**src/rtl/multi_counter.sv**
```systemverilog
// multi_counter: CHANNELS independent WIDTH-bit up/down/up-down PWM counters.
// Define COUNTER_ONESHOT_EN to make mode 11 a halting one-shot up counter.
module multi_counter #(
  parameter int CHANNELS = 4,
  parameter int WIDTH    = 8
) (
  input  logic                      clk,
  input  logic                      reset,
  input  logic [CHANNELS-1:0]       enable,
  input  logic [CHANNELS-1:0]       load,
  input  logic [CHANNELS*WIDTH-1:0] period,
  input  logic [CHANNELS*WIDTH-1:0] compare,
  input  logic [2*CHANNELS-1:0]     mode,
  output logic [CHANNELS*WIDTH-1:0] count,
  output logic [CHANNELS-1:0]       out,
  output logic [CHANNELS-1:0]       wrap
);

  typedef enum logic [1:0] {
    M_UP   = 2'b00,
    M_DOWN = 2'b01,
    M_UPDN = 2'b10,
    M_ONE  = 2'b11
  } mode_e;

  localparam logic [WIDTH-1:0] ONE = WIDTH'(1);

  for (genvar i = 0; i < CHANNELS; i++) begin : g_ch
    logic [WIDTH-1:0] cnt_q, cnt_d;
    logic [WIDTH-1:0] ps_q, ps_d;
    logic [WIDTH-1:0] cs_q, cs_d;
    mode_e            ms_q, ms_d;
    logic             dir_q, dir_d;
    logic             wrap_q, wrap_d;
    logic             first_q, first_d;
    logic [WIDTH-1:0] p_in, c_in, s_new, step;
    mode_e            m_in;
    logic             term, step_dir, cap;
`ifdef COUNTER_ONESHOT_EN
    logic             halt_q, halt_d;
`endif

    assign p_in  = period[i*WIDTH +: WIDTH];
    assign c_in  = compare[i*WIDTH +: WIDTH];
    assign m_in  = mode_e'(mode[2*i +: 2]);
    assign s_new = (m_in == M_DOWN) ? p_in : '0;

    // Up-down is terminal on the step that lands on 0, keeping a 2P period.
    always_comb begin
      term     = 1'b0;
      step     = cnt_q + ONE;
      step_dir = 1'b0;
      unique case (ms_q)
        M_DOWN: begin
          term = (cnt_q == '0);
          step = cnt_q - ONE;
        end
        M_UPDN: begin
          if (dir_q || cnt_q >= ps_q) begin
            step     = cnt_q - ONE;
            step_dir = 1'b1;
            term     = (cnt_q <= ONE);
          end
        end
        default: term = (cnt_q >= ps_q);
      endcase
    end

    always_comb begin
      cnt_d   = cnt_q;
      dir_d   = dir_q;
      ps_d    = ps_q;
      cs_d    = cs_q;
      ms_d    = ms_q;
      wrap_d  = 1'b0;
      first_d = first_q;
      cap     = 1'b0;
`ifdef COUNTER_ONESHOT_EN
      halt_d  = halt_q;
`endif
      if (!enable[i]) begin
        cap = 1'b1;
`ifdef COUNTER_ONESHOT_EN
        if (halt_q) begin
          halt_d  = 1'b0;
          first_d = 1'b1;
        end
`endif
      end else if (load[i] || first_q) begin
        cap     = 1'b1;
        cnt_d   = s_new;
        dir_d   = 1'b0;
        first_d = 1'b0;
`ifdef COUNTER_ONESHOT_EN
        halt_d  = 1'b0;
`endif
      end
`ifdef COUNTER_ONESHOT_EN
      else if (halt_q) begin
        cnt_d = cnt_q;
      end
`endif
      else if (term) begin
        cap    = 1'b1;
        wrap_d = 1'b1;
        cnt_d  = s_new;
        dir_d  = 1'b0;
`ifdef COUNTER_ONESHOT_EN
        if (ms_q == M_ONE) begin
          cnt_d  = cnt_q;
          halt_d = 1'b1;
        end
`endif
      end else begin
        cnt_d = step;
        dir_d = step_dir;
      end
      if (cap) begin
        ps_d = p_in;
        cs_d = c_in;
        ms_d = m_in;
      end
    end

    always_ff @(posedge clk or posedge reset) begin
      if (reset) begin
        cnt_q   <= '0;
        ps_q    <= '0;
        cs_q    <= '0;
        ms_q    <= M_UP;
        dir_q   <= 1'b0;
        wrap_q  <= 1'b0;
        first_q <= 1'b1;
`ifdef COUNTER_ONESHOT_EN
        halt_q  <= 1'b0;
`endif
      end else begin
        cnt_q   <= cnt_d;
        ps_q    <= ps_d;
        cs_q    <= cs_d;
        ms_q    <= ms_d;
        dir_q   <= dir_d;
        wrap_q  <= wrap_d;
        first_q <= first_d;
`ifdef COUNTER_ONESHOT_EN
        halt_q  <= halt_d;
`endif
      end
    end

    assign count[i*WIDTH +: WIDTH] = cnt_q;
    assign out[i]                  = (cnt_q < cs_q);
    assign wrap[i]                 = wrap_q;
  end

endmodule
```
**config.mk**
```make
export PLATFORM = sky130hd
export DESIGN_NAME = multi_counter
export DESIGN_NICKNAME = d
export VERILOG_FILES = /design/src/rtl/multi_counter.sv
export SDC_FILE = /design/constraint.sdc
export NUM_CORES = 1
export LEC_CHECK = 0
export CORE_MARGIN = 4
export CORE_UTILIZATION = 65
export DETAILED_ROUTE_END_ITERATION = 7
export DONT_BUFFER_PORTS = 1
export PLACE_DENSITY_LB_ADDON = 0.1
export SLEW_MARGIN = 20
export SYNTH_ARGS = -nofsm -noshare
export SYNTH_HDL_FRONTEND = slang
export SYNTH_SLANG_ARGS = --single-unit
```
**constraint.sdc**
```tcl
create_clock -name clk -period 5.7 [get_ports clk]
set_clock_uncertainty 0.1 [all_clocks]
set_input_delay 1.14 -clock clk [delete_from_list [all_inputs] [get_ports clk]]
set_output_delay 1.14 -clock clk [all_outputs]
set_load 0.01 [all_outputs]
```
==> key figures, run 1 <==
Floorplan
  – Total I/O pin count: approximately 120
  – Die area: 0.0152 mm2
  – DIE WIDTH: 123 um
  – Row cnt: 41
  – Core ar.: around 0.013 mm2
  – Die height: around 120 um
  – Starting density of the core: between 60% and 70%

Power
  – Sequential Power Share: 29.3%
  – Sw Pwr: around 2.4 mW
  – Combinational Power Share: 51.7%
  – Leakage: 4.24 nW
  – Switching share of power: 46.4%
  – Clock power share: between 10% and 20%
  – Power Total: between 5 and 6 mW
  – Worst vdd ir: 0.471 mV
  – Pint: 2.81 mW
  – Pwr/cell area: 572 mW/mm2

Routing
  – Routed Antenna Nets: 0
  – Vias: 7578
  – Drt via density: 6.44
  – Drt pass-1 iters: 5
  – DRC Markers: 0
  – Wire length per cell: about 19 um
  – DR iter-0 viols: 781
  – Final wirelength: 21.9 mm

Logic synthesis
  – Area of the mapped netlist: a little under 0.009 mm2
  – Yosys top cell by area: dfrtp_1
  – Synth Area in Simple Gates: 18.5%
  – YS warnings: 0
  – Post-synthesis mux area share: 1.39%
  – FF+latch count, synth: 116
  – Syn Area/Cell: 8.40 um2
  – Compound-Gate Fraction of Synth Area: 24.2%
  – Post-synth EDFFs: 0
  – Combinational family with the most area after synthesis: compound AO/OA/AOI/OAI gates
  – Post-synth top cells: nand2_1 (121), dfrtp_1 (112), o21ai_0 (96)
  – Area contributors post-synth: dfrtp_1 (32%), ha_1 (12%), o21ai_0 (5.5%)
  – Mapped Nets: between 1000 and 1500
  – Top cell type's share of synthesized area: between 30% and 40%
  – Post-synth top flop: dfrtp_1
  – Cell with the most instances after synthesis: nand2_1
  – Mapped Cells: between 1000 and 1500
  – Register area share after synthesis: around 34%
  – Synth unique cells: 74
  – Xor-xnor portion of the synthesized cell area: 2.83%
  – Fraction of registers with async set/reset: 100%
  – Post-synthesis adder-cell area fraction: 12.1%

Cells and area
  – Layout cells sized above 1: 6.57%
  – ANT cells: 0
  – Core Util, Final: between 70% and 80%
  – Nets: ~1200
  – P&R area growth vs syn: 5.67%

Timing
  – Setup tns final: 0 ns
  – Worst relative slew slack: 23.6%
  – Final Max Tran Viols: 0
  – Period utilization: 64.1%
  – Final setup viols: 0
  – Least-Margin Pin Slew: between 1 and 1.5 ns
  – Max Clk Rate: 274 MHz
  – Unrepaired setup endpoints after global routing: no
  – Hold Vio Cnt, Final: 0
  – Min Clock Period, post-route: 3.65 ns

Critical path
  – Worst Path Buf+Inv: 0
  – Critical Path AT: 2.41 ns
  – Delay-heaviest family, CP: compound AO/OA/AOI/OAI gates
  – CP required: 4.46 ns
  – Largest stage delay, worst path: ~0.6 ns
  – Worst Setup Start Kind: flip-flop
  – Worst Path Max Fanout: 10
  – Worst path slowest cell: dfrtp_1
  – Critical Path End Type: primary output
  – Most common cell on crit path: a21o_1
  – CP Class: flip-flop to primary output
  – Critical path, cell by cell: ha_1 -> a21o_1 -> a21o_1 -> a21oi_1 -> nor2b_1 -> o21ai_0 -> a211o_1

Clocking
  – Max Buffers Root-to-Sink: 2
  – Num CTS Buffers: 17
  – # resized after CTS: 0
  – Hold-fix buffers, CTS: 0
  – Clock Sinks: 116
  – Total setup buffers inserted after CTS: 0
  – CTS tree: done
  – H-Tree Level Count: 4
  – Reg clk slew, reported paths: approximately 0.050 ns
  – CTS Root Buffer Type: clkbuf_16
  – Clk_lat worst skew: between 0.4 and 0.5 ns

Place
  – Detailed Place HPWL: 15.1 mm
  – I/O Buffers: 0
  – GPL Wtd Cong: 0.909

Flow run
  – Max-cap viol count: 0

GRT
  – Largest net degree at the start of global routing: 81
  – Vias in the first global route: 7312
  – Global-route wire length before repair: approximately 36 mm
  – Grt total ovfl: 0
  – Initial antenna violation count: 0
  – All-Layer GR Usage: 29.5%

Worst hold path
  – Worst hold path type: flip-flop to flip-flop

Run status
  – Status: complete, no violations
==> worst register-to-register path, stage by stage, from the launching register on <==
cell	delay, ns
dfrtp_1	0.60
inv_1	0.19
ha_1	0.32
nand2b_1	0.14
a2111oi_0	0.42
o31ai_1	0.25
o22ai_1	0.38
nand3_2	0.63
a31oi_1	0.40
a221o_1	0.15
==> metal layers <==
layer  up-vias  share of wire, %  track usage, %
met5         -                 0               0
met4         0               1.7            9.97
met3        35               9.3            6.91
met2       314                47            46.9
met1      3595                42            39.7
li1       3634                 -               -
==> sequential cells by signal, indices dropped and copies added (netlist names) <==
register and cells:
g_ch.dir_q 4, g_ch.first_q 4, g_ch.wrap_q 4, g_ch.ps_q 32, g_ch.cnt_q 32, g_ch.cs_q 32, g_ch.ms_q 8
==> through the flow <==
step	hold WS (ns)	setup WS, ns	std cells	instance area [um2]
after floorplan	0.340	1.39	1032	8670
after global placement	0.364	2.19	1145	8610
after detailed placement	0.370	2.10	1145	8610
after CTS	0.381	2.04	1177	9150
after global routing	0.403	1.67	1177	9160
final	0.377	2.05	1177	9160
==> power by group through the flow <==
| stage | logic [mW] | clock network (mW) | registers (mW) |
|---|---|---|---|
| global route | 3.04 | 1.04 | 1.58 |
| detailed placement | 2.65 | 0 | 1.54 |
| finish | 2.71 | 0.992 | 1.54 |
| global placement | 2.60 | 0 | 1.53 |
| floorplan | 2.33 | 0 | 1.32 |
| CTS | 2.68 | 1.00 | 1.53 |
==> layout by cell type, fill, tap and decap left out, drive strengths merged, types with 27 or more instances in the layout <==
master  instances
a21oi          57
clkbuf         27
dfrtp         112
ha             84
inv            90
nand2         122
nand3          33
nor2           55
nor3           27
o21ai          98
==> worst paths after layout <==
check	startpoint	end	slack [ns]	depth (start not counted)
hold / removal	g_ch[3].cs_q[0]$_DFFE_PP0P_	g_ch[3].cs_q[0]$_DFFE_PP0P_	0.38	2
setup / recovery	g_ch[2].cnt_q[1]$_DFFE_PP0P_	out[2]	2.05	7
hold reg to reg	g_ch[3].cs_q[0]$_DFFE_PP0P_	g_ch[3].cs_q[0]$_DFFE_PP0P_	0.38	2
max in group asynchronous	reset	g_ch[1].first_q$_DFFE_PP1P_	3.86	2
setup reg to reg	g_ch[0].cnt_q[0]$_DFFE_PP0P_	g_ch[0].cnt_q[4]$_DFFE_PP0P_	2.05	9
min in group asynchronous	reset	g_ch[0].cs_q[6]$_DFFE_PP0P_	0.62	1
==> area by class of cell <==
class                      count  area, um2
clock buffer                  27        493
clock inverter                 5       52.6
fill                        1036       3670
inverter                      92        350
multi-input combinational    763       5120
sequential                   116       2910
tap                          172        215
timing repair buffer           2       15.0
==> logic make-up after synthesis <==
| family | count (synthesis) |
|---|---|
| xor gates and xnor gates | 28 |
| adders and majority gates | 84 |
| DFF | 116 |
| muxes | 11 |
| buffers and inverters | 153 |
| and+or+nand+nor | 328 |
| AOI/OAI and AO/OA | 312 |
Power figures use the tool's default switching activity.
==> run 2: changes to the inputs <==
==> constraint.sdc (replaced) <==
create_clock -name clk -period 3.6 [get_ports clk]
set_clock_uncertainty 0.1 [all_clocks]
set_input_delay 0.72 -clock clk [delete_from_list [all_inputs] [get_ports clk]]
set_output_delay 0.72 -clock clk [all_outputs]
set_load 0.01 [all_outputs]
==> key figures, run 2 (same netlist as run 1, synthesis figures left out) <==
Critical path
  – Delay-heaviest family, CP: compound AO/OA/AOI/OAI gates
  – Worst r2r src: g_ch[3].cnt_q[0]$_DFFE_PP0P_
  – Worst path slowest cell: dfrtp_1
  – Worst Setup Start Kind: flip-flop
  – R2R cell count: 9
  – Worst Path Buf+Inv: 0
  – CP required: around 2.8 ns
  – WP depth: 7
  – Beginning of the critical path: g_ch[2].cnt_q[1]$_DFFE_PP0P_
  – Critical Path AT: between 2 and 2.5 ns
  – Flop-to-flop setup slack: 0.47 ns
  – Worst Path Max Fanout: 10
  – CP Class: flip-flop to primary output
  – Largest stage delay, worst path: 0.58 ns
  – Critical Path End Type: primary output
  – Most common cell on crit path: a21o_1
  – Critical path, cell by cell: ha_1 -> a21o_1 -> a21o_1 -> a21oi_1 -> nor2b_1 -> o21ai_0 -> a211o_1

Timing
  – Unrepaired setup endpoints after global routing: no
  – Least-Margin Pin Slew: 0.889 ns
  – Max Clk Rate: 316 MHz
  – Worst relative slew slack: 40.6%
  – Hold Vio Cnt, Final: 0
  – Final worst slack: ~0.44 ns
  – Final Max Tran Viols: 0
  – Setup tns final: 0 ns
  – Final setup viols: 0
  – Min Clock Period, post-route: about 3.2 ns
  – Period utilization: between 80% and 90%

Flow run
  – Max-cap viol count: 0

Worst hold path
  – Hold Startpoint: enable[2]
  – Worst hold path type: input pin to flip-flop
  – Hold Path Depth: 1

Floorplan
  – Starting density of the core: 67.6%
  – DIE WIDTH: 123 um
  – Total I/O pin count: 122
  – Row cnt: 41
  – Core ar.: between 0.01 and 0.015 mm2
  – Die height: 123 um
  – Die area: 0.0152 mm2

Place
  – GPL Wtd Cong: 0.947
  – Place WS: between 0.6 and 0.7 ns
  – Detailed Place HPWL: 16.5 mm
  – I/O Buffers: 0

Clocking
  – H-Tree Level Count: 4
  – # resized after CTS: 0
  – Clk_lat worst skew: 0.42 ns
  – Reg clk slew, reported paths: roughly 0.05 ns
  – Hold-fix buffers, CTS: 0
  – Clock Sinks: 116
  – CTS tree: done
  – Total setup buffers inserted after CTS: 0
  – Num CTS Buffers: 17
  – CTS Root Buffer Type: clkbuf_16
  – Max Buffers Root-to-Sink: 2

Routing
  – Final wirelength: 23.0 mm
  – Vias: 7870
  – Routed Antenna Nets: 0
  – Drt pass-1 iters: 6
  – DRC Markers: 0
  – DR iter-0 viols: 870
  – Drt via density: 6.52
  – Wire length per cell: 19.0 um

Power
  – Leakage: 4.40 nW
  – Pwr/cell area: ~910 mW/mm2
  – Worst vdd ir: 0.599 mV
  – Power Total: between 8 and 9 mW

GRT
  – Largest net degree at the start of global routing: 44
  – All-Layer GR Usage: 30.9%
  – Vias in the first global route: 7509
  – Grt total ovfl: 0
  – Global-route wire length before repair: 37.3 mm
  – Initial antenna violation count: 0

Cells and area
  – P&R area growth vs syn: 8.30%
  – Nets: 1190
  – Layout cells sized above 1: 9.28%
  – Most common library cell in the layout ignoring fill and taps: nand2_1
  – Commonest cells after routing, fill and taps aside: nand2_1 (121), dfrtp_1 (112), o21ai_0 (96)
  – ANT cells: 0
  – Largest registers: g_ch.cnt_q (32), g_ch.cs_q (32), g_ch.ps_q (32)

Run status
  – Status: complete, no violations
==> run 2: area by class of cell <==
cell class | instances | area [um2]
multi-input combinational | 763 | 5120
fill | 1001 | 3440
sequential | 116 | 2910
clock buffer | 24 | 472
inverter | 92 | 349
timing repair buffer | 34 | 268
tap | 172 | 215
clock inverter | 6 | 55.1
==> run 2: through the flow <==
step | instances | util, % | cell area (um2) | hold WS [ns]
finish | 1207 | 73.2 | 9390 | 0.231
global route | 1207 | 73.2 | 9390 | 0.209
CTS | 1207 | 73.2 | 9390 | 0.217
detailed placement | 1177 | 69.1 | 8860 | 0.371
global placement | 1177 | 69.1 | 8860 | 0.361
floorplan | 1032 | - | 8670 | 0.340
==> run 2: per-layer routing <==
metal | GRT usage, % | wire length (um) | vias to the layer above
met3 | 10.2 | 2140 | 68
met4 | 10.2 | 610 | 0
li1 | - | - | 3690
met2 | 49.2 | 10800 | 408
met5 | 0 | 0 | -
met1 | 39.8 | 9430 | 3704
==> run 2: path summary, 6_finish.rpt <==
kind                                           endpoint
max in group asynchronous   g_ch[0].first_q$_DFFE_PP1P_
setup reg to reg           g_ch[3].cnt_q[3]$_DFFE_PP0P_
hold reg to reg             g_ch[3].cs_q[0]$_DFFE_PP0P_
setup / recovery                                 out[2]
hold / removal              g_ch[2].first_q$_DFFE_PP1P_
min in group asynchronous      g_ch[2].wrap_q$_DFF_PP0_
==> run 2: where the power goes <==
part / total, mW / internal [mW] / switching (mW)
Sequential: 2.17 / 1.69 / 0.477
Combinational: 4.82 / 1.92 / 2.90
Clock: 1.54 / 0.969 / 0.572
Total: 8.53 / 4.58 / 3.95
==> run 3: changes to the inputs <==
==> constraint.sdc (replaced) <==
create_clock -name clk -period 2.95 [get_ports clk]
set_clock_uncertainty 0.1 [all_clocks]
set_input_delay 0.59 -clock clk [delete_from_list [all_inputs] [get_ports clk]]
set_output_delay 0.59 -clock clk [all_outputs]
set_load 0.01 [all_outputs]
==> key figures, run 3 (same netlist as run 1, synthesis figures left out) <==
Critical path
  – R2R Path End: g_ch[2].cnt_q[7]$_DFFE_PP0P_
  – Worst r2r src: g_ch[2].cnt_q[1]$_DFFE_PP0P_
  – CP required: ~3.2 ns
  – CP endpoint: g_ch[2].cnt_q[7]$_DFFE_PP0P_
  – Flop-to-flop setup slack: roughly 0.057 ns
  – Critical Path End Type: flip-flop
  – CP Class: flip-flop to flip-flop
  – Critical Path AT: 3.11 ns
  – Beginning of the critical path: g_ch[2].cnt_q[1]$_DFFE_PP0P_
  – Worst Path Max Fanout: 8
  – Worst Setup Start Kind: flip-flop
  – R2R cell count: 9

Routing
  – Final wirelength: around 23 mm
  – Drt pass-1 iters: 7
  – DRC Markers: 0
  – Wire length per cell: about 19 um
  – Vias: 7929
  – Drt via density: 6.38
  – DR iter-0 viols: approximately 820
  – Routed Antenna Nets: 0

Power
  – Switching share of power: 45.5%
  – Pint: 6.04 mW
  – Sequential Power Share: 22.0%
  – Power Total: 11.1 mW
  – Pwr/cell area: 1130 mW/mm2
  – Worst vdd ir: 0.959 mV
  – Clock power share: 18.3%
  – Sw Pwr: 5.03 mW
  – Combinational Power Share: 59.7%
  – Leakage: approximately 4.6 nW

Place
  – GPL Wtd Cong: 0.926
  – Detailed Place HPWL: approximately 17 mm
  – I/O Buffers: 0
  – Placed Area: 0.00908 mm2

Floorplan
  – Die area: between 0.015 and 0.02 mm2
  – Total I/O pin count: 122
  – Die height: 123 um
  – DIE WIDTH: 123 um
  – Starting density of the core: 67.6%
  – Row cnt: between 40 and 50
  – Core ar.: approximately 0.013 mm2

Cells and area
  – Layout cells sized above 1: 13.7%
  – Commonest cells after routing, fill and taps aside: nand2_1 (121), dfrtp_1 (110), o21ai_0 (92)
  – Nets: 1224
  – Largest registers: g_ch.cnt_q (32), g_ch.cs_q (32), g_ch.ps_q (32)
  – ANT cells: 0
  – Most common library cell in the layout ignoring fill and taps: nand2_1
  – P&R area growth vs syn: 12.7%
  – Area of all placed cells without fillers: 0.00977 mm2

GRT
  – All-Layer GR Usage: 31.2%
  – Global-route wire length before repair: between 30 and 40 mm
  – Grt total ovfl: 0
  – Largest net degree at the start of global routing: 38
  – Initial antenna violation count: 0
  – Vias in the first global route: roughly 7500

Timing
  – Period utilization: a little over nine tenths
  – Hold Vio Cnt, Final: 0
  – Least-Margin Pin Slew: 1.17 ns
  – Final Max Tran Viols: 0
  – Final setup viols: 0
  – Worst relative slew slack: 21.6%
  – Max Clk Rate: 346 MHz
  – Min Clock Period, post-route: just under 3 ns

Worst hold path
  – Worst hold path type: input pin to async pin

Clocking
  – Max Buffers Root-to-Sink: 2
  – Clock Sinks: 116
  – Hold-fix buffers, CTS: 0
  – Num CTS Buffers: 17
  – H-Tree Level Count: 4
  – Reg clk slew, reported paths: 0.06 ns
  – CTS tree: done
  – Clk_lat worst skew: 0.43 ns
  – CTS Root Buffer Type: clkbuf_16

Run status
  – Status: complete, no violations

Flow run
  – Max-cap viol count: 0
[run 3: changes by cell type in the layout (fill, tap and decap cells not counted), moves of 3 or more]
cell | previous run | this run
buf_4 | 33 | 63
o21ai_0 | 96 | 92
o21ai_1 | 0 | 4
a2111oi_2 | 1 | 4
a21oi_1 | 56 | 53
a21oi_2 | 1 | 4
[run 3: worst min-delay path by stage]
stage | from | slack (ns) | endpoint
floorplan | g_ch[1].cs_q[0]$_DFFE_PP0P_ | 0.34 | g_ch[1].cs_q[0]$_DFFE_PP0P_
global placement | g_ch[3].cs_q[0]$_DFFE_PP0P_ | 0.36 | g_ch[3].cs_q[0]$_DFFE_PP0P_
detailed placement | g_ch[1].ps_q[0]$_DFFE_PP0P_ | 0.37 | g_ch[1].ps_q[0]$_DFFE_PP0P_
CTS | reset | 0.02 | g_ch[1].cs_q[7]$_DFFE_PP0P_
global route | reset | 0.04 | g_ch[0].cs_q[0]$_DFFE_PP0P_
finish | reset | 0.009 | g_ch[1].cs_q[7]$_DFFE_PP0P_
[run 3: timing repair]
item,in CTS,in global routing
gates resized for setup,3,18
cloned,0,1
endpoints found under the setup margin,1,38
setup buffers,1,4
pin swaps,1,11
[run 3: area by class of cell]
class	count	area (um2)
clock buffers	22	464
clock inverters	10	106
fillers	936	3060
inverters	92	349
multi-input cells	763	5180
flip-flops and latches	116	2910
well taps	172	215
repair buffers	68	541
[run 3: layer usage]
metal  wire [um]  up-vias  global-route usage, %
li1            -     3760                      -
met1        9750     3702                   41.5
met4         570        0                   10.7
met2       10900      405                   49.3
met3        2200       62                   8.37
met5           0        -                      0
[run 3: critical path, cell delays in order, from the launching register on]
cell,delay [ns]
dfrtp_1,0.41
buf_4,0.15
buf_4,0.13
ha_1,0.28
a2111o_1,0.40
a311o_1,0.37
buf_4,0.18
a31oi_1,0.33
nor3_1,0.12
o31a_1,0.29
[run 3: power groups by stage]
stage / Combinational [mW] / Sequential [mW] / Clock [mW]
final: 6.61 / 2.43 / 2.03
after global routing: 7.33 / 2.48 / 2.11
after CTS: 6.30 / 2.43 / 2.04
after detailed placement: 6.21 / 2.44 / 0
after global placement: 6.09 / 2.43 / 0
after floorplan: 4.52 / 2.54 / 0
[run 3: through the flow]
stage | std cells | setup TNS, ns | utilization (%) | worst slack [ns] | hold WS (ns)
floorplan | 1032 | 0 | - | 0.0166 | 0.340
global placement | 1205 | 0 | 70.8 | 0.156 | 0.355
detailed placement | 1205 | 0 | 70.8 | 0.0687 | 0.373
CTS | 1238 | 0 | 75.4 | 0.0192 | 0.0186
global route | 1243 | -0.0941 | 76.1 | -0.0288 | 0.0360
finish | 1243 | 0 | 76.1 | 0.0574 | 0.00905
